**src/rtl/multicycle_ctrl_pkg.sv**
```systemverilog
// Shared types and codes for the multicycle controller: FSM states, ALU control and condition codes.
package multicycle_ctrl_pkg;

  typedef enum logic [3:0] {
    S_FETCH  = 4'd0,
    S_DECODE = 4'd1,
    S_MEMADR = 4'd2,
    S_MEMRD  = 4'd3,
    S_MEMWB  = 4'd4,
    S_MEMWR  = 4'd5,
    S_EXECR  = 4'd6,
    S_EXECI  = 4'd7,
    S_ALUWB  = 4'd8,
    S_BRANCH = 4'd9
  } state_t;

  localparam logic [1:0] ALU_ADD = 2'b00;
  localparam logic [1:0] ALU_SUB = 2'b01;
  localparam logic [1:0] ALU_AND = 2'b10;
  localparam logic [1:0] ALU_ORR = 2'b11;

  localparam logic [3:0] COND_EQ = 4'h0;
  localparam logic [3:0] COND_NE = 4'h1;
  localparam logic [3:0] COND_CS = 4'h2;
  localparam logic [3:0] COND_CC = 4'h3;
  localparam logic [3:0] COND_MI = 4'h4;
  localparam logic [3:0] COND_PL = 4'h5;
  localparam logic [3:0] COND_VS = 4'h6;
  localparam logic [3:0] COND_VC = 4'h7;
  localparam logic [3:0] COND_HI = 4'h8;
  localparam logic [3:0] COND_LS = 4'h9;
  localparam logic [3:0] COND_GE = 4'hA;
  localparam logic [3:0] COND_LT = 4'hB;
  localparam logic [3:0] COND_GT = 4'hC;
  localparam logic [3:0] COND_LE = 4'hD;
  localparam logic [3:0] COND_AL = 4'hE;

  // Evaluate a condition field against NZCV flags.
  function automatic logic cond_eval(input logic [3:0] cond, input logic [3:0] flags);
    logic n, z, c, v;
    {n, z, c, v} = flags;
    case (cond)
      COND_EQ: cond_eval = z;
      COND_NE: cond_eval = !z;
      COND_CS: cond_eval = c;
      COND_CC: cond_eval = !c;
      COND_MI: cond_eval = n;
      COND_PL: cond_eval = !n;
      COND_VS: cond_eval = v;
      COND_VC: cond_eval = !v;
      COND_HI: cond_eval = c & !z;
      COND_LS: cond_eval = !c | z;
      COND_GE: cond_eval = (n == v);
      COND_LT: cond_eval = (n != v);
      COND_GT: cond_eval = !z & (n == v);
      COND_LE: cond_eval = z | (n != v);
      COND_AL: cond_eval = 1'b1;
      default: cond_eval = 1'b0;
    endcase
  endfunction

endpackage

```
**src/rtl/cond_unit.sv**
```systemverilog
// Condition check plus the NZCV flags register and the per-instruction condition latch.
module cond_unit
  import multicycle_ctrl_pkg::*;
(
  input  logic       clk,
  input  logic       reset,
  input  logic [3:0] cond,
  input  logic [3:0] alu_flags,
  input  logic [1:0] flag_w,
  input  logic       flag_upd,
  input  logic       cond_upd,
  output logic       cond_ex_r,
  output logic [3:0] flags
);

  // Condition is latched leaving DECODE so later flag updates cannot change gating.
  always_ff @(posedge clk or posedge reset) begin
    if (reset) begin
      flags     <= 4'b0000;
      cond_ex_r <= 1'b0;
    end else begin
      if (cond_upd) cond_ex_r <= cond_eval(cond, flags);
      if (flag_upd && cond_ex_r) begin
        if (flag_w[1]) flags[3:2] <= alu_flags[3:2];
        if (flag_w[0]) flags[1:0] <= alu_flags[1:0];
      end
    end
  end

endmodule

```
**src/rtl/multicycle_ctrl.sv**
```systemverilog
// Multicycle processor control: main FSM, ALU decode and condition-gated write enables.
module multicycle_ctrl
  import multicycle_ctrl_pkg::*;
(
  input  logic       clk,
  input  logic       reset,
  input  logic [1:0] Op,
  input  logic [5:0] Funct,
  input  logic [3:0] Rd,
  input  logic [3:0] Cond,
  input  logic [3:0] ALUFlags,
  output logic       PCWrite,
  output logic       IRWrite,
  output logic       AdrSrc,
  output logic       MemWrite,
  output logic       RegWrite,
  output logic       ALUSrcA,
  output logic [1:0] ALUSrcB,
  output logic [1:0] ResultSrc,
  output logic [1:0] ImmSrc,
  output logic [1:0] RegSrc,
  output logic [1:0] ALUControl,
  output logic [3:0] state
);

  state_t     state_q, state_d;
  logic       next_pc, reg_w, mem_w, branch, alu_op;
  logic [1:0] flag_w;
  logic       cond_ex_r;
  logic [3:0] flags;
  logic       pcs;

  always_ff @(posedge clk or posedge reset) begin
    if (reset) state_q <= S_FETCH;
    else       state_q <= state_d;
  end

  // Next state and raw per-state controls.
  always_comb begin
    state_d   = S_FETCH;
    IRWrite   = 1'b0;
    next_pc   = 1'b0;
    AdrSrc    = 1'b0;
    ALUSrcA   = 1'b0;
    ALUSrcB   = 2'b00;
    ResultSrc = 2'b00;
    reg_w     = 1'b0;
    mem_w     = 1'b0;
    branch    = 1'b0;
    alu_op    = 1'b0;
    case (state_q)
      S_FETCH: begin
        state_d   = S_DECODE;
        IRWrite   = 1'b1;
        next_pc   = 1'b1;
        ALUSrcA   = 1'b1;
        ALUSrcB   = 2'b10;
        ResultSrc = 2'b10;
      end
      S_DECODE: begin
        case (Op)
          2'b01:   state_d = S_MEMADR;
          2'b00:   state_d = Funct[5] ? S_EXECI : S_EXECR;
          2'b10:   state_d = S_BRANCH;
          default: state_d = S_FETCH;
        endcase
        ALUSrcA   = 1'b1;
        ALUSrcB   = 2'b10;
        ResultSrc = 2'b10;
      end
      S_MEMADR: begin
        state_d = Funct[0] ? S_MEMRD : S_MEMWR;
        ALUSrcB = 2'b01;
      end
      S_MEMRD: begin
        state_d = S_MEMWB;
        AdrSrc  = 1'b1;
      end
      S_MEMWB: begin
        ResultSrc = 2'b01;
        reg_w     = 1'b1;
      end
      S_MEMWR: begin
        AdrSrc = 1'b1;
        mem_w  = 1'b1;
      end
      S_EXECR: begin
        state_d = S_ALUWB;
        alu_op  = 1'b1;
      end
      S_EXECI: begin
        state_d = S_ALUWB;
        ALUSrcB = 2'b01;
        alu_op  = 1'b1;
      end
      S_ALUWB: reg_w = 1'b1;
      S_BRANCH: begin
        ALUSrcB   = 2'b01;
        ResultSrc = 2'b10;
        branch    = 1'b1;
      end
      default: state_d = S_FETCH;
    endcase
  end

  // ALU operation and flag-write decode from the command field.
  always_comb begin
    ALUControl = ALU_ADD;
    flag_w     = 2'b00;
    if (alu_op) begin
      case (Funct[4:1])
        4'b0100: ALUControl = ALU_ADD;
        4'b0010: ALUControl = ALU_SUB;
        4'b0000: ALUControl = ALU_AND;
        4'b1100: ALUControl = ALU_ORR;
        default: ALUControl = ALU_ADD;
      endcase
      flag_w[1] = Funct[0];
      flag_w[0] = Funct[0] & ((ALUControl == ALU_ADD) || (ALUControl == ALU_SUB));
    end
  end

  cond_unit u_cond (
    .clk       (clk),
    .reset     (reset),
    .cond      (Cond),
    .alu_flags (ALUFlags),
    .flag_w    (flag_w),
    .flag_upd  (alu_op),
    .cond_upd  (state_q == S_DECODE),
    .cond_ex_r (cond_ex_r),
    .flags     (flags)
  );

  assign ImmSrc   = Op;
  assign RegSrc   = {Op == 2'b01, Op == 2'b10};
  assign pcs      = branch | (reg_w & (Rd == 4'b1111));
  assign PCWrite  = next_pc | (pcs & cond_ex_r);
  assign RegWrite = reg_w & cond_ex_r;
  assign MemWrite = mem_w & cond_ex_r;
  assign state    = state_q;

endmodule

```
**config.mk**
```make
export PLATFORM = sky130hd
export DESIGN_NAME = multicycle_ctrl
export DESIGN_NICKNAME = d
export VERILOG_FILES = /design/src/rtl/multicycle_ctrl_pkg.sv /design/src/rtl/cond_unit.sv /design/src/rtl/multicycle_ctrl.sv
export SDC_FILE = /design/constraint.sdc
export NUM_CORES = 1
export LEC_CHECK = 0
export ABC_AREA = 1
export BUFFER_PORTS_ARGS = -buffer_cell sky130_fd_sc_hd__buf_2
export CORE_UTILIZATION = 29
export DETAILED_ROUTE_END_ITERATION = 10
export GPL_ROUTABILITY_DRIVEN = 0
export SLEW_MARGIN = 20
export SYNTH_ARGS = -nofsm -noshare
export SYNTH_HDL_FRONTEND = slang
export SYNTH_HIERARCHICAL = 1
export SYNTH_SLANG_ARGS = --single-unit
```
**constraint.sdc**
```tcl
create_clock -name clk -period 1.3 [get_ports clk]
set_input_delay 0.26 -clock clk [delete_from_list [all_inputs] [get_ports clk]]
set_output_delay 0.26 -clock clk [all_outputs]
set_load 0.02 [all_outputs]
```
* After elaboration in Yosys (flattened, before gate mapping)
Index checks and enable logic that the tools add are counted.
Word-level totals: output and inout bits 20, bits of input ports 22, logic and storage cells 83, register bits 9
Cells by class: equal/unequal tests 31, bitwise gates (word level) 11, reduce and logical (&&, ||, !) cells 19, mux-type cells 18
Operator list (count):
- == test 4 bit, second input constant | 11
- == test 4 x 3 -> 1 bit, second input constant | 8
- == test 4 x 2 -> 1 bit, second input constant | 5
- one-hot mux 4 bit (5 select lines) | 1
- one-hot mux 1 bit (15 select lines) | 1
- logical NOT 4 bit | 3
- one-hot mux 4 bit (3 select lines) | 1
- == test 4 x 1 -> 1 bit, second input constant | 2
- two-way mux 1 bit | 8
- one-hot mux 2 bit (2 select lines) | 2
- OR reduction 2 bit | 4
- bitwise AND 1 bit | 7
- two-way mux 2 bit | 3
- one-hot mux 2 bit (3 select lines) | 1
- OR reduction 3 bit | 2
- == test 2 x 1 -> 1 bit, second input constant | 2
- logical NOT 1 bit | 4
- logical NOT 2 bit | 2
- OR 1 bit | 4
- AND reduction 2 bit | 2
- two-way mux 3 bit | 1
- == test 2 bit, second input constant | 1
- == test 1 bit | 1
- logical AND 1 bit | 1
- other kinds (2) | 2

* Longest topological paths before layout
word-level depth 9, mapped depth 11, depth with buffers taken out 11

* Cells and area by module
The synthesis kept the hierarchy.
Modules (own cells, without submodules):
- multicycle_ctrl | times used 1, seq. area each 100.1 sq um, cells each 77, area an instance 430.4 sq um
- cond_unit | times used 1, seq. area each 125.1 sq um, cells each 71, area an instance 404.1 sq um

* Worst setup path before layout
Ideal clock, no wire load.
path type reg-to-output, from reg state_q[2] (netlist: state[2]), to out ALUSrcB[1], required time 1.040 ns, arrival time 1.184 ns, setup slack -0.144 ns, path buffers 1, stages on the path, launching flop included 5, cells stage by stage dfrtp_1 -> nor2_2 -> nand2_1 -> inv_1 -> buf_4
Between the ends: cells in the longest elaborated chain, start to end 3, elaborated cells on any way between the ends 8, classes of those cells eq/ne: 4; mux: 1; reduce/logical: 3
Ends and longest elaborated chain:
- from (decl) | line multicycle_ctrl.sv:26 | state_t state_q, state_d;
- from (signal assigned) | line multicycle_ctrl.sv:35 | else state_q <= state_d;
- == test 4 x 3 -> 1 bit, or another cell as far along | line multicycle_ctrl.sv:51 | case (state_q)
- OR reduction 3 bit (no line) or OR reduction 2 bit (tied branches)
- one-hot mux 2 bit (2 select lines) * | line multicycle_ctrl.sv:51
- to (decl) | line multicycle_ctrl.sv:18 | output logic [1:0] ALUSrcB,
Every way passes the cells marked *; elsewhere a longest branch is shown, timed or not.

* Worst setup path in the final report
from reg state_q[3] (netlist: state[3]), to out PCWrite
Between the ends: cells in the longest elaborated chain, start to end 7, elaborated cells on any way between the ends 12, classes of those cells eq/ne: 3; mux: 3; bitwise: 4; reduce/logical: 2
Ends and longest elaborated chain:
- == test 4 bit or == test 4 x 3 -> 1 bit (tied branches) | line multicycle_ctrl.sv:51
- OR reduction 2 bit (no line)
- two-way mux 1 bit | line multicycle_ctrl.sv:51
- bitwise AND 1 bit | line multicycle_ctrl.sv:137 | assign pcs = branch | (reg_w & (Rd == 4'b1111));
- OR 1 bit | line multicycle_ctrl.sv:137
- bitwise AND 1 bit | line multicycle_ctrl.sv:138 | assign PCWrite = next_pc | (pcs & cond_ex_r);
- OR 1 bit * | line multicycle_ctrl.sv:138
- to (decl) | line multicycle_ctrl.sv:12 | output logic PCWrite,
Marked as above.

==> run metrics <==
Fill cells 272; syn avg cell area 5.639 µm²; Worst IR Drop VDD 1.794 mV; Post-Syn Area 834.6 µm²; Cells after DPL 227; Area Overhead vs Synth 78.71%; final worst path period share 122.8%; clk slew on worst S/H paths 70 ps; total global routing overflow 0; Hold Crit Class input port to register; power per cell area 1959 nW/µm²; max-slew violations 0; critical path required time 1040 ps; layout cells sized above 1 51.66%; later-pin clock latency in the skew report 270 ps; CTS Buf Count 3; YS warnings 6; Slew HR 86.08%; post-synth net total 170; CTS tree built; first-pass GRT wire length 4077 µm; CP Launch Type register; routed vias/inst 4.628; Die Ht 55.65 µm; root buf cell clkbuf_4; Max Root-Sink Buffers 2; ANT cells 0; RSZ-0062 raised after global routing true; commonest non-fill, non-tap cell in the layout nand2_1; # rows 19; worst setup margin -296.8 ps; Die ar. 3096 µm²; crit-path max FO 4; GR Util All Layers 16.59%; antenna-violating nets left 0; clock period minus worst slack 1597 ps; FF+latch count, synth 9; DP HPWL 1765 µm; drt total wl 2728 µm; reg2reg start state[2]; DRC errors left 0; NumNets Final 234; status finished, violations left; Mapped Cells 148; Starting Density 30.53%; CORE AREA 2734 µm²; MaxCap Viol Count 0; vias in the first global route 1003; sequential share of the synthesized area 26.99%; Iteration-0 DRC Markers 47; Max Clock Skew 4.657 ps; Port Buffer Count 41; via count 1120; initial antenna violation count 0; Final Hold Viols 0; pin count of the biggest net entering global routing 8; clk sink count 9; Yosys cell types 17; worst slack at placement -42.71 ps; non-filler cells, final 242; Pre-antenna DRT Iters 4; commonest cells after routing, fill and taps aside nand2_1, buf_2, inv_1, buf_6, nor2_1; violated checks negative setup slack; kind of critical path register to output port; Setup crit start state[3]; endpoint class of the critical path output port; worst hold slack 237.9 ps; H-tree depth 1; Hold Path Origin ALUFlags[1]; DR WL/cell 11.27 µm; worst endpoint data arrival time 1340 ps; Slew @ Worst Pin 208.3 ps; Lkg Pwr 0.0008472 µW; DIE WIDTH 55.65 µm; FMAX 626.3 MHz; final setup vio count 18; num ports 42
==> sequential cells by signal (all words and copies together), names as in the netlist <==
name              cells
u_cond/cond_ex_r      1
state                 4
u_cond/flags          4
==> layout make-up <==
type / instances / area [µm²] / area share (%)
multi-input combinational: 107 / 613.1 / 41.11
sequential: 9 / 229.0 / 15.35
timing repair buffer: 62 / 475.5 / 31.88
inverter: 29 / 108.9 / 7.299
clock buffer: 4 / 26.28 / 1.762
tap: 31 / 38.79 / 2.601
==> final timing paths <==
path | to | slack, ps | cells past startpoint
max | PCWrite | -300 | 6
min | u_cond/flags[1] | 240 | 3
max reg2reg | u_cond/flags[0] | -130 | 9
min reg2reg | u_cond/flags[1] | 580 | 2
max in group asynchronous | u_cond/flags[3] | 670 | 3
min in group asynchronous | state[0] | 450 | 3
==> Yosys cell counts, drive strengths merged <==
library cell   n  share of area, %
nor2          26                14
buf            3               2.7
and2           2               1.5
inv           29                13
dfrtp          9                27
o22ai          1              0.75
o21ai          3               1.8
nand3         20                12
nor3           1              0.60
nand2         47                22
nand4          1              0.75
a21oi          6               4.0
==> cells by family after synthesis <==
family,Yosys count,synth area share [%]
compound gates,10,6.596
buf+inv,32,15.74
flops,9,26.99
simple gates,97,50.68
==> layer usage <==
metal	up-vias	part of all wire (%)	GRT usage [%]	wire length (µm)
li1	577	-	-	-
met1	505	41	19.44	1110
met2	30	52	30.64	1417
met3	8	4.7	4.419	129
met4	0	2.6	2.500	70
met5	-	0	0	0
==> critical path, cell delays in order (launching register included) <==
cell and delay (ps):
dfrtp_2 430, buf_6 140, nand2_1 90, inv_1 70, nand3_1 100, nand3_2 100, buf_6 140
==> report_power, final <==
part | internal, µW | switching, µW
logic | 1040 | 1200
registers | 358 | 97.8
clock network | 119 | 109
total | 1520 | 1400
==> repair_timing <==
item                                   4_1_cts  5_1_grt
endpoints found under the hold margin        9        0
pin swaps                                    6       10
hold buffers                                 1        0
setup endpoints to repair                   16       22
buffers inserted                             6        4
resized for setup                           36       36
==> through the flow <==
stage	instance area [µm²]	total power [µW]	util (%)	TNS, ps
finish	1491	2922	54.55	-3563
detailed placement	1144	1807	41.83	-123.0
global placement	1144	1814	41.83	-118.6
global route	1491	3093	54.55	-4866
CTS	1331	2521	48.70	-3279
floorplan	847.1	1284	-	-109.4
Power figures use the tool's default switching activity.
